**config.mk**
```make
export PLATFORM = sky130hd
export DESIGN_NAME = next_pc_gen
export DESIGN_NICKNAME = d
export VERILOG_FILES = /design/src/rtl/next_pc_gen.sv
export SDC_FILE = /design/constraint.sdc
export NUM_CORES = 1
export LEC_CHECK = 0
export BUFFER_PORTS_ARGS = -buffer_cell sky130_fd_sc_hd__buf_2
export CORE_MARGIN = 2
export CORE_UTILIZATION = 45
export CTS_CLUSTER_SIZE = 28
export DETAILED_ROUTE_END_ITERATION = 12
export PLACE_DENSITY = 0.7
export SKIP_LAST_GASP = 1
export SLEW_MARGIN = 15
export SYNTH_ARGS = -nofsm -noshare
export SYNTH_HDL_FRONTEND = slang
export SYNTH_SLANG_ARGS = --single-unit
export TNS_END_PERCENT = 10
```
**constraint.sdc**
```tcl
create_clock -name clk -period 9.6 [get_ports clk]
set_input_delay 1.92 -clock clk [delete_from_list [all_inputs] [get_ports clk]]
set_output_delay 1.92 -clock clk [all_outputs]
set_load 0.005 [all_outputs]
```
**src/rtl/next_pc_gen.sv**
```systemverilog
//----------------------------------------------------------------------------
// next_pc_gen
// Next-PC generator: selects the value the PC register loads on the next
// edge (stall / RET / BL / B / B.cond / sequential) and maintains a small
// circular return-address stack for BL/RET pairs.
// Optional feature: define NEXT_PC_TRACE_EN to print control-flow trace
// and RAS overflow/underflow warnings in simulation.
// Revision: 1.0 - initial release
//----------------------------------------------------------------------------
`default_nettype none

module next_pc_gen #(
  parameter int                 WIDTH    = 64,
  parameter int                 DEPTH    = 4,
  parameter logic [WIDTH-1:0]   RESET_PC = '0
) (
  input  logic                      clk,
  input  logic                      rst,
  input  logic [WIDTH-1:0]          count,
  input  logic                      stall,
  input  logic                      cond_br,
  input  logic                      cond_true,
  input  logic                      uncond_br,
  input  logic                      link,
  input  logic                      ret,
  input  logic [WIDTH-1:0]          br_offset,
  input  logic [WIDTH-1:0]          reg_target,
  output logic [WIDTH-1:0]          PCinput,
  output logic [$clog2(DEPTH):0]    ras_depth,
  output logic                      ras_overflow,
  output logic                      ras_underflow
);

  localparam int                 PTR_W   = $clog2(DEPTH);
  localparam int                 DW      = PTR_W + 1;
  localparam logic [DW-1:0]      FULL    = DW'(DEPTH);

  logic [WIDTH-1:0] stack [DEPTH];
  logic [PTR_W-1:0] top_ptr;
  logic [DW-1:0]    depth;
  logic             ovf;
  logic             unf;

  logic [WIDTH-1:0] seq;
  logic [WIDTH-1:0] target;
  logic [WIDTH-1:0] ras_top;
  logic [PTR_W-1:0] next_ptr;
  logic [PTR_W-1:0] prev_ptr;
  logic             full;
  logic             empty;
  logic             do_push;
  logic             do_pop;
  logic             do_swap;

  assign seq      = count + WIDTH'(4);
  assign target   = count + (br_offset << 2);
  assign ras_top  = stack[top_ptr];
  assign next_ptr = top_ptr + PTR_W'(1);
  assign prev_ptr = top_ptr - PTR_W'(1);
  assign full     = (depth == FULL);
  assign empty    = (depth == '0);

  // RAS operation decode; a stall suppresses every state change
  assign do_push  = !stall && link && !ret;
  assign do_pop   = !stall && ret && !link;
  assign do_swap  = !stall && ret && link;

  assign ras_depth     = depth;
  assign ras_overflow  = ovf;
  assign ras_underflow = unf;

  // Next-PC priority mux: reset, stall, RET, BL/B, taken B.cond, sequential
  always_comb begin
    PCinput = seq;
    if (!rst)                       PCinput = RESET_PC;
    else if (stall)                 PCinput = count;
    else if (ret)                   PCinput = empty ? reg_target : ras_top;
    else if (link || uncond_br)     PCinput = target;
    else if (cond_br && cond_true)  PCinput = target;
  end

  // Stack pointer, occupancy and sticky flags; a full push wraps onto the oldest entry
  always_ff @(posedge clk or negedge rst) begin
    if (!rst) begin
      top_ptr <= '0;
      depth   <= '0;
      ovf     <= 1'b0;
      unf     <= 1'b0;
    end else begin
      if (do_push) begin
        top_ptr <= next_ptr;
        if (full) ovf   <= 1'b1;
        else      depth <= depth + DW'(1);
      end else if (do_pop) begin
        if (empty) begin
          unf <= 1'b1;
        end else begin
          top_ptr <= prev_ptr;
          depth   <= depth - DW'(1);
        end
      end else if (do_swap && empty) begin
        // BLR on an empty stack still leaves its return address behind
        top_ptr <= next_ptr;
        depth   <= DW'(1);
        unf     <= 1'b1;
      end
    end
  end

  // Entry storage; contents are don't-care after reset so no reset term
  always_ff @(posedge clk) begin
    if (do_push || (do_swap && empty)) stack[next_ptr] <= seq;
    else if (do_swap)                  stack[top_ptr]  <= seq;
  end

`ifdef NEXT_PC_TRACE_EN
  // Simulation trace of every non-sequential redirect and RAS fault
  always @(posedge clk) begin
    if (rst && !stall) begin
      if (PCinput != seq)
        $display("[next_pc_gen] pc=%h next=%h src=%s depth=%0d", count, PCinput,
                 ret ? "RET" : (link ? "BL" : (uncond_br ? "B" : "BCOND")), depth);
      if (do_push && full)
        $display("[next_pc_gen] warning: RAS overflow at pc=%h", count);
      if ((do_pop || do_swap) && empty)
        $display("[next_pc_gen] warning: RAS underflow at pc=%h", count);
    end
  end
`else
  // Trace disabled: no simulation-only statements are compiled
`endif

endmodule

`default_nettype wire
```
==> flow_metrics.env, run 1 <==
export IMPL_utilization=0.525
export IMPL_vias=15057
export IMPL_wl_per_cell_um=24.5
export IMPL_fin_worst_skew_ns=0.00910
export IMPL_ys_warnings_count=0
export IMPL_p_sw_frac=0.342
export IMPL_io_pins=269
export IMPL_p_sw_uw=1390
export IMPL_areaGrowthSynthToFinish_pct=15.4
export IMPL_synth_cell_area_sq_um=17500
export IMPL_period_needed_ns=7.95
export IMPL_cp_end_kind="primary output"
export IMPL_yosys_top_cells_area="edfxtp_1 44%, mux4_2 8.2%, nand2_1 6.2%"
export IMPL_r2r_slack_ns=5.12
export IMPL_use_met3=0.0376
export IMPL_pwr_share_comb=0.360
export IMPL_numPortBuffers=266
export IMPL_grt_pass1_vias=14602
export IMPL_slew_viol_final=0
export IMPL_totalWireLength_mm=59.6
export IMPL_gr_total_overflow=0
export IMPL_cts_tree="yes"
export IMPL_grt_max_degree=67
export IMPL_p_per_area_nw_per_um2=201
export IMPL_whs_endpoint="ras_underflow"
export IMPL_outcome="completed"
export IMPL_antenna_found_initial=1
export IMPL_diodes=0
export IMPL_use_met2=0.468
export IMPL_synth_top_area_cell="edfxtp_1"
export IMPL_dieArea_sq_um=40500
export IMPL_power_leakage_uw=0.00772
export IMPL_holdPathStages=1
export IMPL_insertion_delay_ns=0.57
export IMPL_hold_viol_final=0
export IMPL_stdcell_area_sq_um=20200
export IMPL_ctsHtreeMaxLevel=1
export IMPL_via_per_inst=6.20
export IMPL_hp_class="register to register"
export IMPL_cts_buffers=28
export IMPL_rows=72
export IMPL_ant_nets=0
export IMPL_nNetsFinal=2156
export IMPL_r2r_start="ras_depth[0]"
export IMPL_initial_core_util=0.455
export IMPL_synth_distinct_cells=88
export IMPL_tightest_slew_ns=1.16
export IMPL_synth_seq_cells=263
export IMPL_clk_pin_slew_ns=0.06
export IMPL_place_area_sq_um=19200
export IMPL_drive_above_1_share=0.224
export IMPL_drt_pass1_iter_count=6
export IMPL_fin_crit_sh=0.828
export IMPL_cp_data_required_time_ns=7.68
export IMPL_cts_setup_buffers=0
export IMPL_syn_num_nets=1937
export IMPL_clockRootBuffer="clkbuf_16"
export IMPL_crit_type="primary input to primary output"
export IMPL_postSynthCellCount=1671
export IMPL_drt_iter0_drc=1709
export IMPL_grt_pass1_wl_mm=89.6
export IMPL_grt_busiest_layer="met2"
export IMPL_coreArea_sq_um=38500
export IMPL_worst_setup_path_start_kind="primary input"
export IMPL_grt_total_usage=0.290
export IMPL_yosysTopAreaCellShare=0.440
export IMPL_grt_use_met1=0.404
export IMPL_drv_cap=0
export IMPL_clockBufferDepth=3
export IMPL_synthArstFlopShare=0.0266
export IMPL_clkPwrFrac=0.275
export IMPL_setup_viol=0
export IMPL_die_w_um=201
export IMPL_routabilityCongestion=0.944
export IMPL_holdCritStartpoint="ras_underflow"
export IMPL_cts_resized=0
export IMPL_max_freq_mhz=126
export IMPL_drcViolationCount=0
export IMPL_pwr_share_seq=0.366
export IMPL_hpwlAfterDp_mm=42.9
export IMPL_p_total_uw=4060
export IMPL_synth_ff_type="edfxtp_1"
export IMPL_ctsHoldBuffers=0
export IMPL_r2r_end="stack[1][43]"
export IMPL_synth_avg_cell_area_sq_um=10.5
export IMPL_synth_seq_area_share=0.450
export IMPL_rsz0062_at_grt="false"
export IMPL_setup_tns_ns=0
export IMPL_synth_edff_count=256
export IMPL_slew_limit_headroom=0.222
export IMPL_internal_power_uw=2670
export IMPL_die_h_um=201
export IMPL_arrival_ns=6.03
export IMPL_critPathMaxFanout=7
export IMPL_r2r_cells=8
export IMPL_clkSinkCount=263
export IMPL_irDropWorstVdd_v=0.000168
[registers in the layout, summed over array words and instances (netlist names)]
signal / flops
stack: 256
ras_overflow: 1
ras_depth: 3
ras_underflow: 1
top_ptr: 2
[per-stage QoR]
step	instances	setup slack [ns]	hold WS, ns
finish	2430	1.65	0.464
global route	2430	1.42	0.482
CTS	2430	1.79	0.464
detailed placement	2378	1.83	0.453
global placement	2378	1.89	0.435
floorplan	1671	1.76	0.451
[layout make-up]
type	count	area, sq um
clock inverters	21	251
repair buffers	288	1500
well taps	518	648
flip-flops and latches	263	7870
inverters	28	105
multi-input cells	1281	9100
fillers	3479	18300
clock buffers	31	712
[worst max-delay path, cell delays in order]
cell and delay, ns:
buf_2 0.15, ha_1 0.21, inv_1 0.06, fa_1 0.39, nor2b_1 0.20, o31a_1 0.21
o21ai_0 0.17, o21ai_1 0.44, a32oi_1 0.28, o31ai_1 0.80, o2111ai_1 0.42, and4_1 0.33
o31ai_1 0.25, buf_2 0.17
[layer usage]
metal	routed length, um	up-vias
li1	-	6816
met1	24900	7369
met2	27700	744
met3	4670	126
met4	2280	2
met5	11	-
[cells in the final DEF, fill, tap and decap left out, types with 14 or more instances in the layout]
cell type	instances
a211oi_1	17
nor3_1	18
a21oi_1	121
xor2_1	43
buf_4	22
and3_1	30
buf_2	266
o211ai_1	18
a31oi_1	31
a311oi_1	14
inv_1	28
a21o_1	28
clkbuf_16	28
edfxtp_1	256
nand3_1	59
ha_1	65
nand2_1	289
nor2b_1	21
mux4_2	64
nor2_1	90
o21ai_0	75
xnor2_1	68
nand4_1	25
[logic make-up (layout without fill, tap and decap cells)]
kind of cell | after synthesis | count (layout) | share of synthesized area
AOI/OAI and AO/OA | 426 | 426 | 0.160
DFF | 263 | 263 | 0.450
xor gates and xnor gates | 111 | 111 | 0.0556
and+or+nand+nor | 600 | 600 | 0.164
buffers and inverters | 127 | 368 | 0.0326
muxes | 78 | 78 | 0.0905
adders and majority gates | 66 | 66 | 0.0476
[cell usage after synthesis, types with 9 or more instances]
cell type,instances
a211oi_1,18
a21o_1,28
a21oi_1,122
a311oi_1,14
a31oi_1,31
a32o_1,9
and3_1,30
and4_1,9
buf_2,9
clkbuf_1,74
edfxtp_1,256
ha_1,65
inv_1,28
mux2i_1,13
mux4_2,64
nand2_1,289
nand3_1,59
nand4_1,25
nor2_1,91
nor2b_1,22
nor3_1,18
o211ai_1,18
o21a_1,13
o21ai_0,75
o21bai_1,12
xnor2_1,68
xor2_1,43
[worst max path at each step]
stage,from,to,slack [ns],cells past startpoint
global route,count[2],PCinput[60],1.42,14
detailed placement,count[2],PCinput[60],1.83,14
global placement,count[2],PCinput[60],1.89,14
floorplan,stall,stack[1][0],1.76,5
CTS,count[2],PCinput[60],1.79,14
finish,count[2],PCinput[60],1.65,14
[power by group through the flow]
stage / clock network [uW] / logic, uW / registers [uW]
3_3_place_gp: 0 / 1450 / 1500
6_report: 1120 / 1460 / 1490
5_1_grt: 1170 / 1580 / 1500
4_1_cts: 1130 / 1460 / 1490
3_5_place_dp: 0 / 1450 / 1510
2_1_floorplan: 0 / 1030 / 1470
(Power assumes the default switching activity.)
==> run 2: changes to the inputs <==
Settings changed: PLACE_DENSITY 0.7 to 0.72.
Clock period 9.6 ns to 7.29 ns, I/O delays scaled along.
==> run 2 against run 1 <==
Clock power up 43%. Global-route usage up 0.37 points. Sequential power up 32%. Clock skew up 0.014 ns. Wire length up 2.1%. Largest cell class unchanged. Sequential cell count unchanged. Clock-buffer cell count unchanged. Via count up 1.9%. Non-clock buffer count up 8. Worst hold slack worse by 0.0048 ns. Final area up 0.85%.
==> flow_metrics.env, run 2 (synthesis gave the netlist of run 1 again) <==
export IMPL_dieArea_sq_um=40500
export IMPL_cp_data_required_time_ns=5.83
export IMPL_ctsHtreeMaxLevel=1
export IMPL_hpwlAfterDp_mm=43.9
export IMPL_critPathMaxFanout=7
export IMPL_io_pins=269
export IMPL_final_cells=2440
export IMPL_numPortBuffers=266
export IMPL_layout_commonest_cell="nand2_1"
export IMPL_drv_cap=0
export IMPL_wl_per_cell_um=24.9
export IMPL_drive_above_1_share=0.230
export IMPL_dpl_cell_count=2386
export IMPL_rsz0062_at_grt="false"
export IMPL_p_per_area_nw_per_um2=272
export IMPL_whs_endpoint="ras_underflow"
export IMPL_coreArea_sq_um=38500
export IMPL_fin_worst_skew_ns=0.0227
export IMPL_clockRootBuffer="clkbuf_16"
export IMPL_setup_viol=0
export IMPL_met1Wirelength_mm=25.3
export IMPL_nNetsFinal=2165
export IMPL_die_w_um=201
export IMPL_insertion_delay_ns=0.59
export IMPL_grt_max_degree=72
export IMPL_slew_limit_headroom=0.293
export IMPL_outcome="completed"
export IMPL_worst_setup_path_start_kind="primary input"
export IMPL_power_leakage_uw=0.00780
export IMPL_cp_end_kind="primary output"
export IMPL_crit_type="primary input to primary output"
export IMPL_cts_resized=0
export IMPL_routabilityCongestion=0.945
export IMPL_internal_power_uw=3630
export IMPL_top_layer="met4"
export IMPL_p_sw_frac=0.344
export IMPL_wl_met2_mm=28.6
export IMPL_period_needed_ns=6.70
export IMPL_drt_pass1_iter_count=7
export IMPL_initial_core_util=0.455
export IMPL_diodes=0
export IMPL_rows=72
export IMPL_r2r_start="ras_depth[0]"
export IMPL_fin_crit_sh=0.919
export IMPL_clkPwrFrac=0.290
export IMPL_totalWireLength_mm=60.8
export IMPL_grt_total_usage=0.294
export IMPL_grt_pass1_vias=14748
export IMPL_arrival_ns=5.24
export IMPL_max_freq_mhz=149
export IMPL_r2r_slack_ns=3.33
export IMPL_met3_length_mm=5.03
export IMPL_clkSinkCount=263
export IMPL_clockBufferDepth=3
export IMPL_hp_class="register to register"
export IMPL_areaGrowthSynthToFinish_pct=16.4
export IMPL_cts_setup_buffers=0
export IMPL_die_h_um=201
export IMPL_holdCritStartpoint="ras_underflow"
export IMPL_gr_total_overflow=0
export IMPL_setup_tns_ns=0
export IMPL_grt_pass1_wl_mm=90.1
export IMPL_ctsHoldBuffers=0
export IMPL_p_sw_uw=1900
export IMPL_largest_reg_flops=256
export IMPL_final_cell_mix="289 x nand2_1, 266 x buf_2, 256 x edfxtp_1"
export IMPL_r2r_cells=7
export IMPL_vias=15344
export IMPL_ant_nets=0
export IMPL_hold_viol_final=0
export IMPL_drcViolationCount=0
export IMPL_clk_pin_slew_ns=0.06
export IMPL_r2r_end="stack[0][29]"
export IMPL_holdPathStages=1
export IMPL_irDropWorstVdd_v=0.000202
export IMPL_tightest_slew_ns=1.05
export IMPL_pwr_share_comb=0.354
export IMPL_antenna_found_initial=0
export IMPL_drt_iter0_drc=1837
export IMPL_pwr_share_seq=0.356
export IMPL_cts_buffers=29
export IMPL_top_register="stack"
export IMPL_cts_tree="yes"
export IMPL_slew_viol_final=0
export IMPL_via_per_inst=6.29
==> run 2: cell count changes in the layout (fill, tap and decap cells not counted), sizes merged <==
cell	before	now
clkinvlp	1	5
bufinv	4	6
buf	288	296
clkinv	13	9
==> run 2: worst max-delay path by stage <==
stage                       end      from  cells after the start
finish              PCinput[60]  count[2]                     14
global route        PCinput[60]  count[2]                     14
CTS                 PCinput[60]  count[2]                     14
detailed placement  PCinput[60]  count[2]                     14
global placement    PCinput[60]  count[2]                     14
floorplan           stack[0][0]     stall                      5
==> run 2: layout make-up <==
class                           count  area (sq um)
Fill cell                        3428         18100
Multi-Input combinational cell   1281          9110
Sequential cell                   263          7870
Timing Repair Buffer              296          1580
Clock buffer                       31           733
Tap cell                          518           648
Clock inverter                     23           310
Inverter                           28           105
==> run 2: per-layer routing <==
layer,global-route usage,vias to the layer above
met5,0,-
met4,0.0929,0
met3,0.0295,106
met2,0.475,863
met1,0.418,7542
li1,-,6833
==> run 2: power groups by stage <==
stage	Clock, uW	Sequential [uW]	Combinational, uW
finish	1600	1970	1960
global route	1670	1990	2090
CTS	1620	1970	1950
detailed placement	0	2000	1930
global placement	0	1990	1920
floorplan	0	1930	1360
==> run 2: per-stage QoR <==
stage	cell area, sq um	total power, uW	worst slack [ns]	hold WS [ns]	utilization
floorplan	17500	3280	1.54	0.451	-
finish	20400	5530	0.594	0.459	0.529
global route	20400	5750	0.494	0.475	0.529
global placement	19300	3910	0.745	0.435	0.502
CTS	20400	5540	0.681	0.459	0.529
detailed placement	19300	3930	0.727	0.444	0.502
==> run 2: critical path, stage by stage <==
cell and delay (ns):
buf_2 0.15, ha_1 0.22, inv_1 0.07, fa_1 0.40, nor2b_1 0.21, o31a_1 0.22
o21ai_0 0.19, o21ai_1 0.32, a32oi_1 0.20, o31ai_1 0.63, o2111ai_1 0.37, and4_1 0.32
o31ai_1 0.28, buf_2 0.18
==> run 3: changes to the inputs <==
Settings changed: PLACE_DENSITY 0.72 to 0.7.
Clock period 7.29 ns to 8.6 ns, I/O delays scaled along.
==> run 3 against run 2 <==
Register-to-register slack better by 0.94 ns. Sequential share of layout area up 0.35 points. Clock power down 23%. Global-route usage down 0.96 points. Via count down 1.5%. Sequential cell count unchanged. Critical path type unchanged. Worst hold slack worse by 0.0031 ns. Non-clock buffer count down 8. Worst setup slack better by 0.78 ns. Critical endpoint is now PCinput[58]. Sequential power down 14%.
==> flow_metrics.env, run 3 (synthesis gave the netlist of run 1 again) <==
export IMPL_clk_pin_slew_ns=0.06
export IMPL_rows=72
export IMPL_irDropWorstVdd_v=0.000182
export IMPL_setup_tns_ns=0
export IMPL_setup_viol=0
export IMPL_path_cells="buf_2 > ha_1 > inv_1 > fa_1 > nor2b_1 > o31a_1 > o211ai_1 > a2111oi_1 > a221o_1 > a21bo_2 > o21ai_4 > mux2i_1 > a211oi_1 > buf_2"
export IMPL_outcome="completed"
export IMPL_arrival_ns=5.51
export IMPL_insertion_delay_ns=0.57
export IMPL_holdCritStartpoint="ras_underflow"
export IMPL_coreArea_sq_um=38500
export IMPL_internal_power_uw=3000
export IMPL_numPortBuffers=266
export IMPL_max_freq_mhz=138
export IMPL_drcViolationCount=0
export IMPL_die_w_um=201
export IMPL_hold_viol_final=0
export IMPL_period_needed_ns=7.23
export IMPL_critPathMaxFanout=7
export IMPL_clockBufferDepth=3
export IMPL_initial_core_util=0.455
export IMPL_holdPathStages=1
export IMPL_cpMostUsedCell="buf_2"
export IMPL_p_sw_uw=1520
export IMPL_worst_setup_path_start_kind="primary input"
export IMPL_drt_pass1_iter_count=6
export IMPL_via_per_inst=6.22
export IMPL_hp_class="register to register"
export IMPL_nNetsFinal=2157
export IMPL_pwr_share_comb=0.353
export IMPL_die_h_um=201
export IMPL_utilization=0.524
export IMPL_crit_type="primary input to primary output"
export IMPL_p_sw_frac=0.337
export IMPL_antenna_found_initial=2
export IMPL_r2r_start="ras_depth[0]"
export IMPL_drt_iter0_drc=1662
export IMPL_dieArea_sq_um=40500
export IMPL_drive_above_1_share=0.222
export IMPL_r2r_cells=8
export IMPL_stdcell_area_sq_um=20200
export IMPL_multiInputGateArea_sq_um=9100
export IMPL_grt_pass1_vias=14540
export IMPL_wl_per_cell_um=24.3
export IMPL_hpwlAfterDp_mm=42.5
export IMPL_pwr_share_seq=0.373
export IMPL_layout_commonest_cell="nand2_1"
export IMPL_power_leakage_uw=0.00772
export IMPL_tightest_slew_ns=1.01
export IMPL_ant_nets=0
export IMPL_clkSinkCount=263
export IMPL_rsz0062_at_grt="false"
export IMPL_cts_resized=0
export IMPL_drv_cap=0
export IMPL_clkPwrFrac=0.274
export IMPL_regArea_sq_um=7870
export IMPL_grt_pass1_wl_mm=88.2
export IMPL_grt_max_degree=64
export IMPL_r2r_slack_ns=4.27
export IMPL_totalWireLength_mm=59.0
export IMPL_routabilityCongestion=0.963
export IMPL_critPathMaxStageDelay_ns=0.90
export IMPL_cp_data_required_time_ns=6.88
export IMPL_top_register="stack"
export IMPL_cp_top_family="compound AO/OA/AOI/OAI gates"
export IMPL_path_buf_inv=3
export IMPL_fill_cells=3456
export IMPL_p_per_area_nw_per_um2=224
export IMPL_grt_total_usage=0.284
export IMPL_cts_buffers=29
export IMPL_areaGrowthSynthToFinish_pct=15.3
export IMPL_whs_endpoint="ras_underflow"
export IMPL_largest_reg_flops=256
export IMPL_r2r_end="stack[0][37]"
export IMPL_ctsHtreeMaxLevel=1
export IMPL_cts_tree="yes"
export IMPL_io_pins=269
export IMPL_gr_total_overflow=0
export IMPL_final_cell_mix="289 x nand2_1, 266 x buf_2, 256 x edfxtp_1"
export IMPL_fin_worst_skew_ns=0.0131
export IMPL_slew_viol_final=0
export IMPL_cp_end_kind="primary output"
export IMPL_vias=15120
export IMPL_clockRootBuffer="clkbuf_16"
export IMPL_diodes=0
export IMPL_critical_path_slowest_cell="a2111oi_1"
export IMPL_slew_limit_headroom=0.319
export IMPL_cts_setup_buffers=0
export IMPL_ctsHoldBuffers=0
export IMPL_fin_crit_sh=0.841
export IMPL_place_area_sq_um=19200
run 3: changes by cell type in the layout (fill, tap and decap cells not counted), sizes merged:
cell,delta
clkinvlp,-4
clkinv,+3
buf,-8
bufinv,-2
inv,-1
clkbuf,+3
run 3: how the worst max path moves through the flow:
| stage | startpoint | endpoint | slack, ns | cells after the start |
|---|---|---|---|---|
| 2_1_floorplan | stall | stack[1][0] | 0.96 | 5 |
| 3_3_place_gp | count[2] | PCinput[58] | 1.44 | 14 |
| 3_5_place_dp | count[2] | PCinput[58] | 1.43 | 14 |
| 4_1_cts | count[2] | PCinput[58] | 1.41 | 14 |
| 5_1_grt | count[2] | PCinput[58] | 1.15 | 14 |
| 6_report | count[2] | PCinput[58] | 1.37 | 14 |
run 3: final cells by class:
cell class	instances	area share
sequential	263	0.390
timing repair buffer	288	0.0742
multi-input combinational	1281	0.451
tap	518	0.0321
clock buffer	34	0.0369
inverter	28	0.00521
clock inverter	19	0.0104
run 3: power groups by stage:
| stage | Combinational [uW] | Sequential [uW] | Clock, uW |
|---|---|---|---|
| 2_1_floorplan | 1150 | 1640 | 0 |
| 3_3_place_gp | 1570 | 1710 | 0 |
| 3_5_place_dp | 1580 | 1720 | 0 |
| 4_1_cts | 1590 | 1690 | 1250 |
| 5_1_grt | 1730 | 1710 | 1300 |
| 6_report | 1600 | 1690 | 1240 |
run 3: layer usage:
metal  vias to the layer above  wire length [um]  global-route usage
met1                      7440             24800               0.400
li1                       6807                 -                   -
met4                         4              2160               0.105
met5                         -                24                   0
met2                       746             27200               0.451
met3                       123              4750              0.0373
run 3: stage by stage:
step	std cells	power [uW]	setup WS (ns)	hold slack (ns)
detailed placement	2378	3300	1.43	0.442
CTS	2431	4540	1.41	0.456
finish	2431	4520	1.37	0.456
global route	2431	4740	1.15	0.462
floorplan	1671	2780	0.960	0.451
global placement	2378	3270	1.44	0.439
